<file path="config.mk">
export PLATFORM = sky130hd
export DESIGN_NAME = noc2validready_handshake_adapter_flat
export DESIGN_NICKNAME = d
export VERILOG_FILES = /design/src/rtl/noc2validready_handshake_adapter_if.sv /design/src/rtl/noc2validready_handshake_adapter.sv /design/src/flat_wrapper.sv
export SDC_FILE = /design/constraint.sdc
export NUM_CORES = 1
export LEC_CHECK = 0
export ABC_CLOCK_PERIOD_IN_PS = 3600
export BUFFER_PORTS_ARGS = -buffer_cell sky130_fd_sc_hd__buf_2
export CORE_ASPECT_RATIO = 1.5
export CORE_UTILIZATION = 23
export CTS_CLUSTER_SIZE = 16
export DETAILED_ROUTE_END_ITERATION = 8
export GPL_TIMING_DRIVEN = 0
export PLACE_DENSITY_LB_ADDON = 0.25
export RECOVER_POWER = 100
export REMOVE_ABC_BUFFERS = 1
export SYNTH_ARGS = -nofsm -noshare
export SYNTH_HDL_FRONTEND = slang
export SYNTH_SLANG_ARGS = --single-unit
</file>
<file path="constraint.sdc">
create_clock -name clk -period 3.6 [get_ports clk]
set_input_delay 0.18 -clock clk [delete_from_list [all_inputs] [get_ports clk]]
set_output_delay 0.18 -clock clk [all_outputs]
set_load 0.01 [all_outputs]
</file>
<file path="src/rtl/noc2validready_handshake_adapter_if.sv">
// Bundles the NoC ejection side (flit push plus per-VC avail) and the
// valid/ready output side of the adapter.
interface noc2validready_handshake_adapter_if #(
  parameter int unsigned NumVirtualChannels    = 2,
  parameter int unsigned VirtualChannelIdWidth = 1,
  parameter int unsigned FlitWidth             = 64
);
  logic                             noc_valid;
  logic [VirtualChannelIdWidth-1:0] noc_virtual_channel;
  logic [FlitWidth-1:0]             noc_data;
  logic [NumVirtualChannels-1:0]    noc_avail;
  logic                             valid;
  logic                             ready;
  logic [VirtualChannelIdWidth-1:0] virtual_channel_id;
  logic [FlitWidth-1:0]             data;

  // Upstream router plus downstream IP, seen as a single peer
  modport master (
    output noc_valid, noc_virtual_channel, noc_data, ready,
    input  noc_avail, valid, virtual_channel_id, data
  );

  // The adapter itself
  modport slave (
    input  noc_valid, noc_virtual_channel, noc_data, ready,
    output noc_avail, valid, virtual_channel_id, data
  );
endinterface

</file>
<file path="src/rtl/noc2validready_handshake_adapter.sv">
// NoC ejection adapter: per-VC FIFOs fed under avail flow control, drained by a
// round-robin VC arbiter into a registered valid/ready output stage.
module noc2validready_handshake_adapter #(
  parameter int unsigned NumVirtualChannels    = 2,
  parameter int unsigned VirtualChannelIdWidth = 1,
  parameter int unsigned FlitWidth             = 64,
  parameter int unsigned BufferDepth           = 4
) (
  input logic clk,
  input logic rst_n,
  noc2validready_handshake_adapter_if.slave bus
);
  localparam int unsigned PtrWidth = $clog2(BufferDepth);
  localparam int unsigned OccWidth = PtrWidth + 1;

  typedef logic [OccWidth-1:0]              ptr_t;
  typedef logic [VirtualChannelIdWidth-1:0] vc_t;

  logic [FlitWidth-1:0]          mem_q [NumVirtualChannels][BufferDepth];
  ptr_t                          wr_ptr_q [NumVirtualChannels];
  ptr_t                          rd_ptr_q [NumVirtualChannels];
  logic [NumVirtualChannels-1:0] avail_q;
  vc_t                           rr_ptr_q;
  logic                          valid_q;
  vc_t                           vc_id_q;
  logic [FlitWidth-1:0]          data_q;

  logic [NumVirtualChannels-1:0] empty_c;
  logic [NumVirtualChannels-1:0] push_c;
  logic [NumVirtualChannels-1:0] pop_c;
  logic [NumVirtualChannels-1:0] avail_c;
  ptr_t                          occ_next_c;
  vc_t                           grant_c;
  logic                          grant_found_c;
  logic                          load_c;
  logic [FlitWidth-1:0]          head_c;

  // Pushes without avail, or to a VC id that does not exist, match no FIFO and are dropped
  always_comb begin
    empty_c = '0;
    push_c  = '0;
    for (int unsigned v = 0; v < NumVirtualChannels; v++) begin
      empty_c[v] = (wr_ptr_q[v] == rd_ptr_q[v]);
      push_c[v]  = bus.noc_valid && avail_q[v] && (bus.noc_virtual_channel == vc_t'(v));
    end
  end

  // Round-robin: first non-empty VC at or after the RR pointer
  always_comb begin
    grant_c       = '0;
    grant_found_c = 1'b0;
    for (int unsigned i = 0; i < NumVirtualChannels; i++) begin
      for (int unsigned v = 0; v < NumVirtualChannels; v++) begin
        if (!grant_found_c && !empty_c[v] &&
            (((32'(rr_ptr_q) + i) % NumVirtualChannels) == v)) begin
          grant_c       = vc_t'(v);
          grant_found_c = 1'b1;
        end
      end
    end
  end

  assign load_c = (!valid_q || bus.ready) && grant_found_c;

  // Pop select, head mux and next-state avail including this edge's push and pop
  always_comb begin
    pop_c      = '0;
    avail_c    = '0;
    head_c     = '0;
    occ_next_c = '0;
    for (int unsigned v = 0; v < NumVirtualChannels; v++) begin
      if (grant_c == vc_t'(v)) begin
        pop_c[v] = load_c;
        head_c   = mem_q[v][rd_ptr_q[v][PtrWidth-1:0]];
      end
      occ_next_c = wr_ptr_q[v] - rd_ptr_q[v] + ptr_t'(push_c[v]) - ptr_t'(pop_c[v]);
      avail_c[v] = (occ_next_c < ptr_t'(BufferDepth));
    end
  end

  always_ff @(posedge clk or negedge rst_n) begin
    if (!rst_n) begin
      for (int unsigned v = 0; v < NumVirtualChannels; v++) begin
        wr_ptr_q[v] <= '0;
        rd_ptr_q[v] <= '0;
      end
      avail_q  <= '0;
      rr_ptr_q <= '0;
      valid_q  <= 1'b0;
      vc_id_q  <= '0;
      data_q   <= '0;
    end else begin
      avail_q <= avail_c;
      for (int unsigned v = 0; v < NumVirtualChannels; v++) begin
        if (push_c[v]) wr_ptr_q[v] <= wr_ptr_q[v] + ptr_t'(1);
        if (pop_c[v])  rd_ptr_q[v] <= rd_ptr_q[v] + ptr_t'(1);
      end
      if (load_c) begin
        valid_q  <= 1'b1;
        data_q   <= head_c;
        vc_id_q  <= grant_c;
        rr_ptr_q <= (32'(grant_c) == NumVirtualChannels - 1) ? '0 : grant_c + vc_t'(1);
      end else if (bus.ready) begin
        valid_q <= 1'b0;
      end
    end
  end

  // Flit storage carries no reset; occupancy is tracked solely by the pointers
  always_ff @(posedge clk) begin
    for (int unsigned v = 0; v < NumVirtualChannels; v++) begin
      if (push_c[v]) mem_q[v][wr_ptr_q[v][PtrWidth-1:0]] <= bus.noc_data;
    end
  end

  assign bus.noc_avail          = avail_q;
  assign bus.valid              = valid_q;
  assign bus.virtual_channel_id = vc_id_q;
  assign bus.data               = data_q;
endmodule

</file>
<file path="src/flat_wrapper.sv">
// flat-port wrapper written by rule: the top's interface ports become plain ports
module noc2validready_handshake_adapter_flat 
#(
  parameter int unsigned NumVirtualChannels    = 2,
  parameter int unsigned VirtualChannelIdWidth = 1,
  parameter int unsigned FlitWidth             = 64,
  parameter int unsigned BufferDepth           = 4
)
  (clk, rst_n, bus_noc_valid, bus_noc_virtual_channel, bus_noc_data, bus_ready, bus_noc_avail, bus_valid, bus_virtual_channel_id, bus_data);
  noc2validready_handshake_adapter_if #(.NumVirtualChannels(NumVirtualChannels), .VirtualChannelIdWidth(VirtualChannelIdWidth), .FlitWidth(FlitWidth)) bus_i ();
  input logic clk;
  input logic rst_n;
  input wire logic [$bits(bus_i.noc_valid)-1:0] bus_noc_valid;
  input wire logic [$bits(bus_i.noc_virtual_channel)-1:0] bus_noc_virtual_channel;
  input wire logic [$bits(bus_i.noc_data)-1:0] bus_noc_data;
  input wire logic [$bits(bus_i.ready)-1:0] bus_ready;
  output wire logic [$bits(bus_i.noc_avail)-1:0] bus_noc_avail;
  output wire logic [$bits(bus_i.valid)-1:0] bus_valid;
  output wire logic [$bits(bus_i.virtual_channel_id)-1:0] bus_virtual_channel_id;
  output wire logic [$bits(bus_i.data)-1:0] bus_data;
  assign bus_i.noc_valid = bus_noc_valid;
  assign bus_i.noc_virtual_channel = bus_noc_virtual_channel;
  assign bus_i.noc_data = bus_noc_data;
  assign bus_i.ready = bus_ready;
  assign bus_noc_avail = bus_i.noc_avail;
  assign bus_valid = bus_i.valid;
  assign bus_virtual_channel_id = bus_i.virtual_channel_id;
  assign bus_data = bus_i.data;
  noc2validready_handshake_adapter #(.NumVirtualChannels(NumVirtualChannels), .VirtualChannelIdWidth(VirtualChannelIdWidth), .FlitWidth(FlitWidth), .BufferDepth(BufferDepth)) u_core (.clk(clk), .rst_n(rst_n), .bus(bus_i));
endmodule
</file>
; ---- After elaboration in Yosys (flattened, before gate mapping)
; Memories as Yosys holds them, arrays and structs flattened.
; Cells that the tools add are included.
; Widths: inputs -> output; s select.
[word_totals]
mem_count = 1
wordCells = 92
out_inout_bits = 68
register_bits = 81
input_bits = 69
ramBits = 512
[classes]
bitwise = 5
magnitude_cmp = 8
reduce_logical = 25
muxes = 30
addsub = 12
n_eq_ne = 2
[mem_list]
columns = memory, depth, word_bits, read_ports, rd_ports_with_merged_regs, wr, line_no
row1 = u_core.mem_q, 2, 256, 2, 0, 1, noc2validready_handshake_adapter.sv:19  ; logic [FlitWidth-1:0] mem_q [NumVirtualChannels][BufferDepth];
[op_table]
columns = op, n
row1 = $mux 256, 4
row2 = $mux 64, 7
row3 = $bmux 64 s2, 2
row4 = $demux 64 s2, 2
row5 = $reduce_or 256->1, 1
row6 = $logic_not 32->1, 2
row7 = $mux 1, 15
row8 = $logic_and 1x1->1, 14
row9 = $add 3x1->3 const B, 4
row10 = $ge 3x3->1 const B, 4
row11 = $not 2->3, 4
row12 = $add 3x1->3, 2
row13 = $eq 3x3->1, 2
row14 = $logic_not 1->1, 6
row15 = $lt 3x1->1 const B, 2
row16 = $lt 3x3->1 const B, 2
row17 = $sub 3x1->3, 2
row18 = $sub 3x3->3, 2
row19 = $add 1x1->1 const B, 2
row20 = $reduce_bool 2->1, 1
row21 = $logic_or 1x1->1, 1
row22 = $not 1->1, 1

; ---- Longest topological paths before layout
; Gate-level depths: netlist of run 1.
[depth]
word_depth = 20
mapped_depth = 10
mapped_depth_nobuf = 9

; ---- Worst setup path after synthesis of run 1
; OpenSTA, ideal clock, no wires.
[synth_path]
path_type = reg2reg
from = register u_core.avail_q[0], in the netlist u_core.bus.noc_avail[0]
to = memory u_core.mem_q[0][0] (netlist name), enable pin
synth_period_minus_slack_ps = 2789
path_slack_ps = 811
setup_time_ps = 430
path_buffers = 0
t_required_ps = 3170
path_stages_with_launch = 4
arrival_time_ps = 2359
path_cell_list = dfrtp_1 -> nand2_1 -> nor2_1 -> and2_1
[synth_via]
elab_chain_cells = 5
[synth_lines]
columns = element, line_no
row1 = "start, declared", noc2validready_handshake_adapter.sv:22  ; logic [NumVirtualChannels-1:0] avail_q;
row2 = "start signal, assigned", noc2validready_handshake_adapter.sv:93  ; avail_q <= avail_c;
row3 = $logic_and 1x1->1 (2 in a row), noc2validready_handshake_adapter.sv:44  ; push_c[v] = bus.noc_valid && avail_q[v] && (bus.noc_virtual_channel == vc_t'(v));
row4 = net u_core.push_c[0], noc2validready_handshake_adapter.sv:29  ; logic [NumVirtualChannels-1:0] push_c;
row5 = $mux 1, noc2validready_handshake_adapter.sv:112  ; if (push_c[v]) mem_q[v][wr_ptr_q[v][PtrWidth-1:0]] <= bus.noc_data;
row6 = $mux 256 (implied by the code), noc2validready_handshake_adapter.sv:112
row7 = $mux 256 (no line), --
row8 = "end, declared", noc2validready_handshake_adapter.sv:19
; The timed path passes the listed nets, and every way through them passes these cells.

; ---- Worst setup path after layout of run 1
[layout_path]
from = register u_core.rd_ptr_q[0] (netlist name)
to = register u_core.avail_q[0], in the netlist u_core.bus.noc_avail[0]
[layout_via]
elab_chain_cells = 17
word_cells_on_any_way = 20
classes_between = 1 x add/sub / 1 x order compare / 1 x eq/ne / 7 x mux / 10 x reduce/logical
[layout_lines]
columns = element, line_no
row1 = "start, declared", noc2validready_handshake_adapter.sv:21  ; ptr_t rd_ptr_q [NumVirtualChannels];
row2 = "start signal, assigned by index", noc2validready_handshake_adapter.sv:96  ; if (pop_c[v]) rd_ptr_q[v] <= rd_ptr_q[v] + ptr_t'(1);
row3 = $eq 3x3->1 *, noc2validready_handshake_adapter.sv:43  ; empty_c[v] = (wr_ptr_q[v] == rd_ptr_q[v]);
row4 = $logic_not 1->1 *, noc2validready_handshake_adapter.sv:54  ; if (!grant_found_c && !empty_c[v] &&
row5 = $logic_and 1x1->1 (2 in a row), noc2validready_handshake_adapter.sv:54
row6 = $mux 1, noc2validready_handshake_adapter.sv:54
row7 = $logic_not 1->1, noc2validready_handshake_adapter.sv:54
row8 = $logic_and 1x1->1 (2 in a row), noc2validready_handshake_adapter.sv:54
row9 = $mux 1, noc2validready_handshake_adapter.sv:54
row10 = $logic_not 1->1, noc2validready_handshake_adapter.sv:54
row11 = $logic_and 1x1->1 (2 in a row), noc2validready_handshake_adapter.sv:54
row12 = $mux 1, noc2validready_handshake_adapter.sv:54
row13 = $logic_and 1x1->1, noc2validready_handshake_adapter.sv:63  ; assign load_c = (!valid_q || bus.ready) && grant_found_c;
row14 = $mux 1 *, noc2validready_handshake_adapter.sv:72  ; if (grant_c == vc_t'(v)) begin
row15 = $sub 3x1->3 *, noc2validready_handshake_adapter.sv:76  ; occ_next_c = wr_ptr_q[v] - rd_ptr_q[v] + ptr_t'(push_c[v]) - ptr_t'(pop_c[v]);
row16 = $lt 3x3->1 *, noc2validready_handshake_adapter.sv:77  ; avail_c[v] = (occ_next_c < ptr_t'(BufferDepth));
row17 = net u_core.avail_c[0], noc2validready_handshake_adapter.sv:31  ; logic [NumVirtualChannels-1:0] avail_c;
; The timed path passes the listed nets; every way through them passes the cells marked *.
; A chain may end at the register's enable or synchronous reset.

==> metrics.txt, run 1 <==
outcome=finished with violations; failing checks=capacitance limit, slew limit; fmax=0.294 GHz; Synth Instances=1117; Hold Vio Cnt, Final=0; Max Transition Viols Final=59; row cnt=141; setup TNS=0 ns; Slew @ Worst Pin=2.80 ns; CP peak stage delay=0.68 ns; core area=0.0986 mm²; R2R Path Start=u_core.rd_ptr_q[0]; total power=23.0 mW; worst skew pair latency=0.62 ns; Die Wd=260 µm; crit-path cells=buf_16 -> xor2_4 -> o31ai_4 -> buf_8 -> nand2_1 -> fa_1 -> inv_1 -> fa_1 -> nand3b_1 -> xnor3_1; FILL cells=9747; Worst path most repeated cell=fa_1; synthesized area=0.0229 mm²; RSZ-0062 raised after global routing=no; Max Cap Viol=2; antenna violations before repair=4; share of cells above drive strength 1=21.1%; static leakage=9.08 nW; YS warnings=0; Layout area overhead=22.1%; fin crit share=94.5%; crit-path leading delay family=adder cells; first-pass iteration count of the detailed router=5; FFs w/ async S/R, synth=13.7%; area leader, netlist=edfxtp_1; final setup violation count=0; Post-DRT Antenna Nets=0; Synth cell types=34; Setup crit end=u_core.bus.noc_avail[0]; Mean Syn Cell Area=20.5 µm²; hold_sp=bus_noc_valid; layout net count=1443; Synth Flop Type=edfxtp_1; via-per-instance ratio=4.28; critical path depth=10; H-tree depth=2; buffer and inverter count on the worst path=3; top-level I/O count=137; DR vias=11600; critical setup path kind=reg2reg; sequential share of the synthesized area=75.9%; TritonCTS buffer count=56; Bufs on Longest Clock Path=3; clock sinks=593; min Tclk post-route=3.40 ns; vias in the first global route=12600; DP Wirelength=35.7 mm; Worst EP arrival=3.89 ns; DR WL/cell=24.0 µm; global route overflow=0; crit start category=register; Post-Route Skew=0.0209 ns; GP Congestion=0.627; initial core utilization=23.2%; synthesis-stage register bit count=593; worst reg2reg setup slack=0.20 ns; Worst setup EP type=register; clock transition at the registers of the reported paths=0.07 ns; number of port buffers=136; largest net degree at the start of global routing=50; first-pass GRT wire length=92.0 mm; Crit. Startpoint=u_core.rd_ptr_q[0]; VDD IR max=0.572 mV; Die Span Y=389 µm; post-synth top area share=67.1%; Layout Utilization=28.4%; Worst R2R End=u_core.bus.noc_avail[0]; CP required=4.09 ns; CP max-delay cell=dfrtp_4; CTS tree=yes; Cell Pwr Density=822 mW/mm²; Hold Crit Class=in2reg; Root Buffer=clkbuf_16; Post-synth EDFFs=512; crit path max fanout=28; most common cell after layout, fill and taps aside=edfxtp_1; most frequent cells in the layout=512 x edfxtp_1, 141 x clkbuf_1, 130 x nand3_1; Total Routing Usage GR=12.8%; r2r worst-path depth=10; DRC viols=0; drt total wl=64.8 mm; Synth area leaders=edfxtp_1 67%, mux4_2 13%, dfrtp_1 8.8%, nand3_1 2.8%, o211ai_2 2.2%; DR iter-0 viols=822; Slew HR=-87.0%; die area=0.101 mm²
[logic make-up after synthesis]
family,Yosys count,synth area share [%]
flops,593,75.9
simple gates,151,3.38
buf+inv,139,3.10
mux,130,12.7
compound gates,73,3.28
xor+xnor,17,0.742
fa+ha+maj,14,0.895
[state kept, by name, summed over array words and instances (netlist names)]
signal and count:
u_core.bus.data 64, u_core.bus.noc_avail 2, u_core.bus.valid 1, u_core.bus.virtual_channel_id 1, u_core.mem_q 512, u_core.rd_ptr_q 6
u_core.rr_ptr_q 1, u_core.wr_ptr_q 6
[Yosys cell counts, types with 3 or more instances]
master / instances
xnor2_1: 11
and2_1: 8
fa_1: 4
nand3_1: 130
buf_2: 28
ha_1: 10
inv_1: 74
dfrtp_1: 81
clkbuf_1: 10
o211ai_1: 24
o211ai_2: 40
nand2_1: 4
buf_4: 11
xor2_1: 4
buf_6: 15
mux4_2: 128
edfxtp_1: 512
nand3b_1: 3
[worst min path at each step]
stage | to | slack (ns) | cells past startpoint
detailed placement | u_core.bus.data[13] | 0.14 | 1
CTS | u_core.bus.data[13] | 0.04 | 2
finish | u_core.wr_ptr_q[3] | 0.12 | 4
floorplan | u_core.bus.data[0] | -0.12 | 0
global placement | u_core.mem_q[0][116] | 0.44 | 1
global route | u_core.wr_ptr_q[3] | 0.11 | 4
[per-layer routing]
| layer | track usage [%] | up-vias | wire (µm) |
|---|---|---|---|
| met4 | 3.94 | 4 | 1520 |
| met2 | 22.7 | 204 | 33600 |
| met1 | 15.7 | 6277 | 27100 |
| met5 | 0 | - | 22 |
| li1 | - | 4982 | - |
| met3 | 2.27 | 85 | 2600 |
[tightest hold or removal path: cells and delay by family]
family        cells  cell delay [ns]
buf+inv           1             0.14
simple gates      2             0.19
xor+xnor          1             0.16
[repair_timing]
action,in CTS,in global routing
cloned,2,0
setup buffers,5,8
endpoints found under the setup margin,2,2
hold buffers,66,0
hold endpoints to repair,594,0
resized for setup,7,0
pin swaps,2,1
[area by class of cell]
| type | count | area, µm² | area share, % |
|---|---|---|---|
| sequential | 593 | 17400 | 62.3 |
| multi-input combinational | 387 | 4750 | 17.0 |
| timing repair buffer | 248 | 1930 | 6.91 |
| tap | 1287 | 1610 | 5.76 |
| clock buffer | 64 | 1440 | 5.15 |
| clock inverter | 41 | 542 | 1.94 |
| inverter | 74 | 278 | 0.993 |
| antenna | 2 | 5.00 | 0.0179 |
[stage by stage]
step | hold slack [ns] | cells | cell area (µm²) | setup WS [ns]
after floorplan | -0.116 | 1052 | 22500 | -3.88
after global placement | 0.444 | 2475 | 24800 | -12.66
after detailed placement | 0.142 | 2508 | 25700 | -0.504
after CTS | 0.0380 | 2686 | 28500 | 0.0248
after global routing | 0.107 | 2696 | 28000 | 0.0249
final | 0.116 | 2696 | 28000 | 0.199
[where the power goes]
group / switching (mW) / leakage [nW] / internal [mW] / total [mW]
clock network: 2.71 / 0.966 / 3.76 / 6.47
registers: 0.573 / 5.60 / 8.44 / 9.01
logic: 4.32 / 2.51 / 3.22 / 7.53
total: 7.60 / 9.08 / 15.4 / 23.0
Power figures use the tool's default switching activity.
==> inputs of run 2 (changes only) <==
Settings changed: ABC_AREA from default to 1.
==> run 2 against run 1 <==
Effect of this change:
- the run still ends with capacitance limit, slew limit left
- clock skew decreased by 0.0046 ns
- non-clock buffer count increased by 25
- design area up 3.3%
- fmax fell by 2.9%
- worst hold slack lost 0.041 ns
- utilization up 0.48 points
- cell count rose by 27%
- wire length up 23%
- highest routed layer unchanged
==> metrics.txt, run 2 <==
outcome=finished with violations; failing checks=capacitance limit, slew limit; YS warnings=0 (unchanged); post-route design area=0.0289 mm² (+3.3%); DR WL/cell=23.3 µm (-3.2%); crit-path cells=buf_16 -> nand2_1 -> nand2_1 -> nand3_4 -> buf_6 -> nor2_4 -> buf_4 -> nor2_1 -> nand3_1 -> nand3_1; Hold Crit Class=in2reg; share of cells above drive strength 1=8.64% (-12 points); Hold Vio Cnt, Final=0 (unchanged); Layout area overhead=23.8%; die area=0.103 mm² (+1.9%); Cell Area, Placed=0.0261 mm² (+1.8%); Max Cap Viol=8 (+6); Root Buffer=clkbuf_16; fin crit share=97.3% (+2.8 points); global route overflow=0 (unchanged); layout net count=2153 (+49%); max reg flops=512 (unchanged); Post-Route Skew=0.0162 ns (-0.00463 ns); clock transition at the registers of the reported paths=0.07 ns (about the same); buffer and inverter count on the worst path=3 (unchanged); Die Span Y=392 µm (+0.92%); Clock power frac=26.3% (-1.8 points); r2r worst-path depth=10 (unchanged); first-pass iteration count of the detailed router=5 (unchanged); H-tree depth=2 (unchanged); Hold Crit Depth=3 (-1); Synth Instances=1857 (+66%); most common cell after layout, fill and taps aside=edfxtp_1; RSZ-0062 raised after global routing=no; TritonCTS buffer count=58 (+3.6%); FFs w/ async S/R, synth=13.7% (unchanged); CP peak stage delay=1.31 ns (+0.63 ns); row cnt=142 (+0.71%); Total Routing Usage GR=15.4% (+2.6 points); clock sinks=593 (unchanged); core area=0.100 mm² (+1.6%); area leader, netlist=edfxtp_1; static leakage=9.79 nW (+7.9%); first-pass GRT wire length=113 mm (+23%); switching part of the total=38.1% (+5.0 points); Synth cell types=23 (-32%); GRT met3 Usage=2.25% (-0.020 points); synthesized area=0.0233 mm² (+1.9%); via-per-instance ratio=4.64 (+8.3%); M2 GR Usage=26.9% (+4.2 points); number of port buffers=136 (unchanged); Sw Pwr=9.15 mW (+20%); antenna violations before repair=3 (-1); DR iter-0 viols=1163 (+41%); crit start category=register; grt met1 use=19.4% (+3.7 points); Synth top cells by count=512 x edfxtp_1, 395 x nor2_1, 333 x o21ai_0; crit path max fanout=50 (+79%); most frequent cells in the layout=512 x edfxtp_1, 393 x nor2_1, 333 x o21ai_0; Worst EP arrival=4.05 ns (+0.16 ns); Layout Utilization=28.9% (+0.48 points); Slew HR=-96.1% (-9.2 points); worst skew pair latency=0.62 ns (about the same); CP required=4.15 ns (+0.06 ns); GRT Max-Usage Layer=met2; Mean Syn Cell Area=12.6 µm² (-39%); Worst setup EP type=register; critical setup path kind=reg2reg; fmax=0.286 GHz (-2.9%); CTS tree=yes; Die Wd=262 µm (+0.92%); post-synth top area share=65.9% (-1.2 points); Synth Flop Type=edfxtp_1; CP max-delay cell=nor2_1; crit-path leading delay family=simple AND/OR/NAND/NOR gates; final setup violation count=0 (unchanged); synthesis-stage register bit count=593 (unchanged); GP Congestion=0.675 (+7.6%); min Tclk post-route=3.50 ns (+0.101 ns); initial core utilization=23.3% (+0.059 points); DR vias=15800 (+37%); Cell Pwr Density=831 mW/mm² (+1.1%); DP Wirelength=40.9 mm (+15%); Bufs on Longest Clock Path=3 (unchanged); Synth area leaders=edfxtp_1 66%, dfrtp_1 8.7%, o21ai_0 7.1%, nor2_1 6.4%, nand3_1 2.9%; Post-DRT Antenna Nets=0 (unchanged); Internal=14.9 mW (-3.4%); top-level I/O count=137 (unchanged); most frequent cell after synthesis=edfxtp_1; vias in the first global route=15800 (+25%); drt total wl=79.5 mm (+23%); combinational fraction of design power=36.5% (+3.8 points); largest net degree at the start of global routing=76 (+52%); sequential share of the synthesized area=74.5% (-1.4 points); FILL cells=10200 (+4.7%); setup TNS=0 ns (unchanged); DRC viols=0 (unchanged); Slew @ Worst Pin=2.94 ns (+0.138 ns); VDD IR max=0.470 mV (-18%); critical path depth=10 (unchanged); Post-synth EDFFs=512 (unchanged); Reg power frac=37.2% (-2.0 points); Max Transition Viols Final=136 (+130%)
==> run 2: cell types whose count changed in the layout (fill, tap and decap cells not counted), moves of 8 or more <==
cell / change
nand4_1: +64
o211ai_1: -58
inv_1: -49
xor2_1: +8
bufbuf_16: +8
nand2_1: +90
buf_12: +10
clkbuf_1: +11
mux4_2: -128
o21ai_0: +331
nor2_1: +392
o21ai_1: +56
==> run 2: per-layer routing <==
| layer | vias to the layer above | share of wire, % |
|---|---|---|
| li1 | 7125 | - |
| met1 | 8132 | 42 |
| met2 | 454 | 50 |
| met3 | 132 | 5.1 |
| met4 | 4 | 2.7 |
| met5 | - | 0.033 |
==> run 2: worst register-to-register path: stages, from the launching register on <==
cell,delay [ns]
dfrtp_4,0.60
buf_16,0.23
nand2_1,0.12
nand2_1,0.20
nand3_4,0.19
buf_6,0.22
nor2_4,0.07
buf_4,0.17
nor2_1,1.31
nand3_1,0.18
nand3_1,0.15
==> run 2: power groups by stage <==
stage	combinational, mW	sequential (mW)	clock, mW
6_report	8.77	8.95	6.32
5_1_grt	9.66	9.04	6.71
4_1_cts	9.27	8.97	6.49
3_5_place_dp	7.40	9.29	0
3_3_place_gp	5.74	9.99	0
2_1_floorplan	3.55	9.52	0
==> run 2: worst paths after layout <==
path | start | to | slack [ns]
setup / recovery | u_core.rd_ptr_q[0] | u_core.bus.data[61] | 0.1
hold / removal | bus_noc_valid | u_core.wr_ptr_q[3] | 0.08
setup reg to reg | u_core.rd_ptr_q[0] | u_core.bus.data[61] | 0.1
hold reg to reg | u_core.bus.virtual_channel_id | u_core.bus.virtual_channel_id | 0.48
max in group asynchronous | rst_n | u_core.bus.data[28] | 0.83
min in group asynchronous | rst_n | u_core.bus.data[29] | 1.05
==> run 2: what timing repair did <==
item,in CTS,in global routing
resized for setup,13,2
hold buffers,65,0
gates cloned,16,1
setup buffers,15,4
endpoints found under the hold margin,593,0
pin swaps,5,0
endpoints found under the setup margin,74,2
==> run 2: cells by family (layout without fill, tap and decap cells) <==
logic type | after synthesis | count (layout) | share of synthesized area, %
simple gates | 694 | 698 | 12.7
compound gates | 390 | 390 | 8.36
xor+xnor | 12 | 12 | 0.450
flops | 593 | 593 | 74.5
other cells | 0 | 1 | 0
buf+inv | 154 | 412 | 3.05
fa+ha+maj | 14 | 14 | 0.879
==> run 2: layout make-up <==
class	instances	area [µm²]	share of cell area, %
Antenna cell	1	2.50	0.00866
Clock buffer	79	1630	5.65
Clock inverter	30	347	1.20
Inverter	28	140	0.485
Multi-Input combinational cell	1114	5350	18.5
Sequential cell	593	17400	60.2
Tap cell	1296	1620	5.61
Timing Repair Buffer	273	2380	8.25
Timing Repair inverter	2	17.5	0.0606
==> run 2: through the flow <==
stage	total power, mW	std cells	setup slack (ns)	hold WS (ns)
5_1_grt	25.4	3416	0.0231	0.0845
4_1_cts	24.7	3411	-0.0686	0.0461
6_report	24.0	3416	0.0980	0.0755
2_1_floorplan	13.1	1731	-3.55	-0.116
3_5_place_dp	16.7	3207	-1.87	0.152
3_3_place_gp	15.7	3163	-13.04	0.445
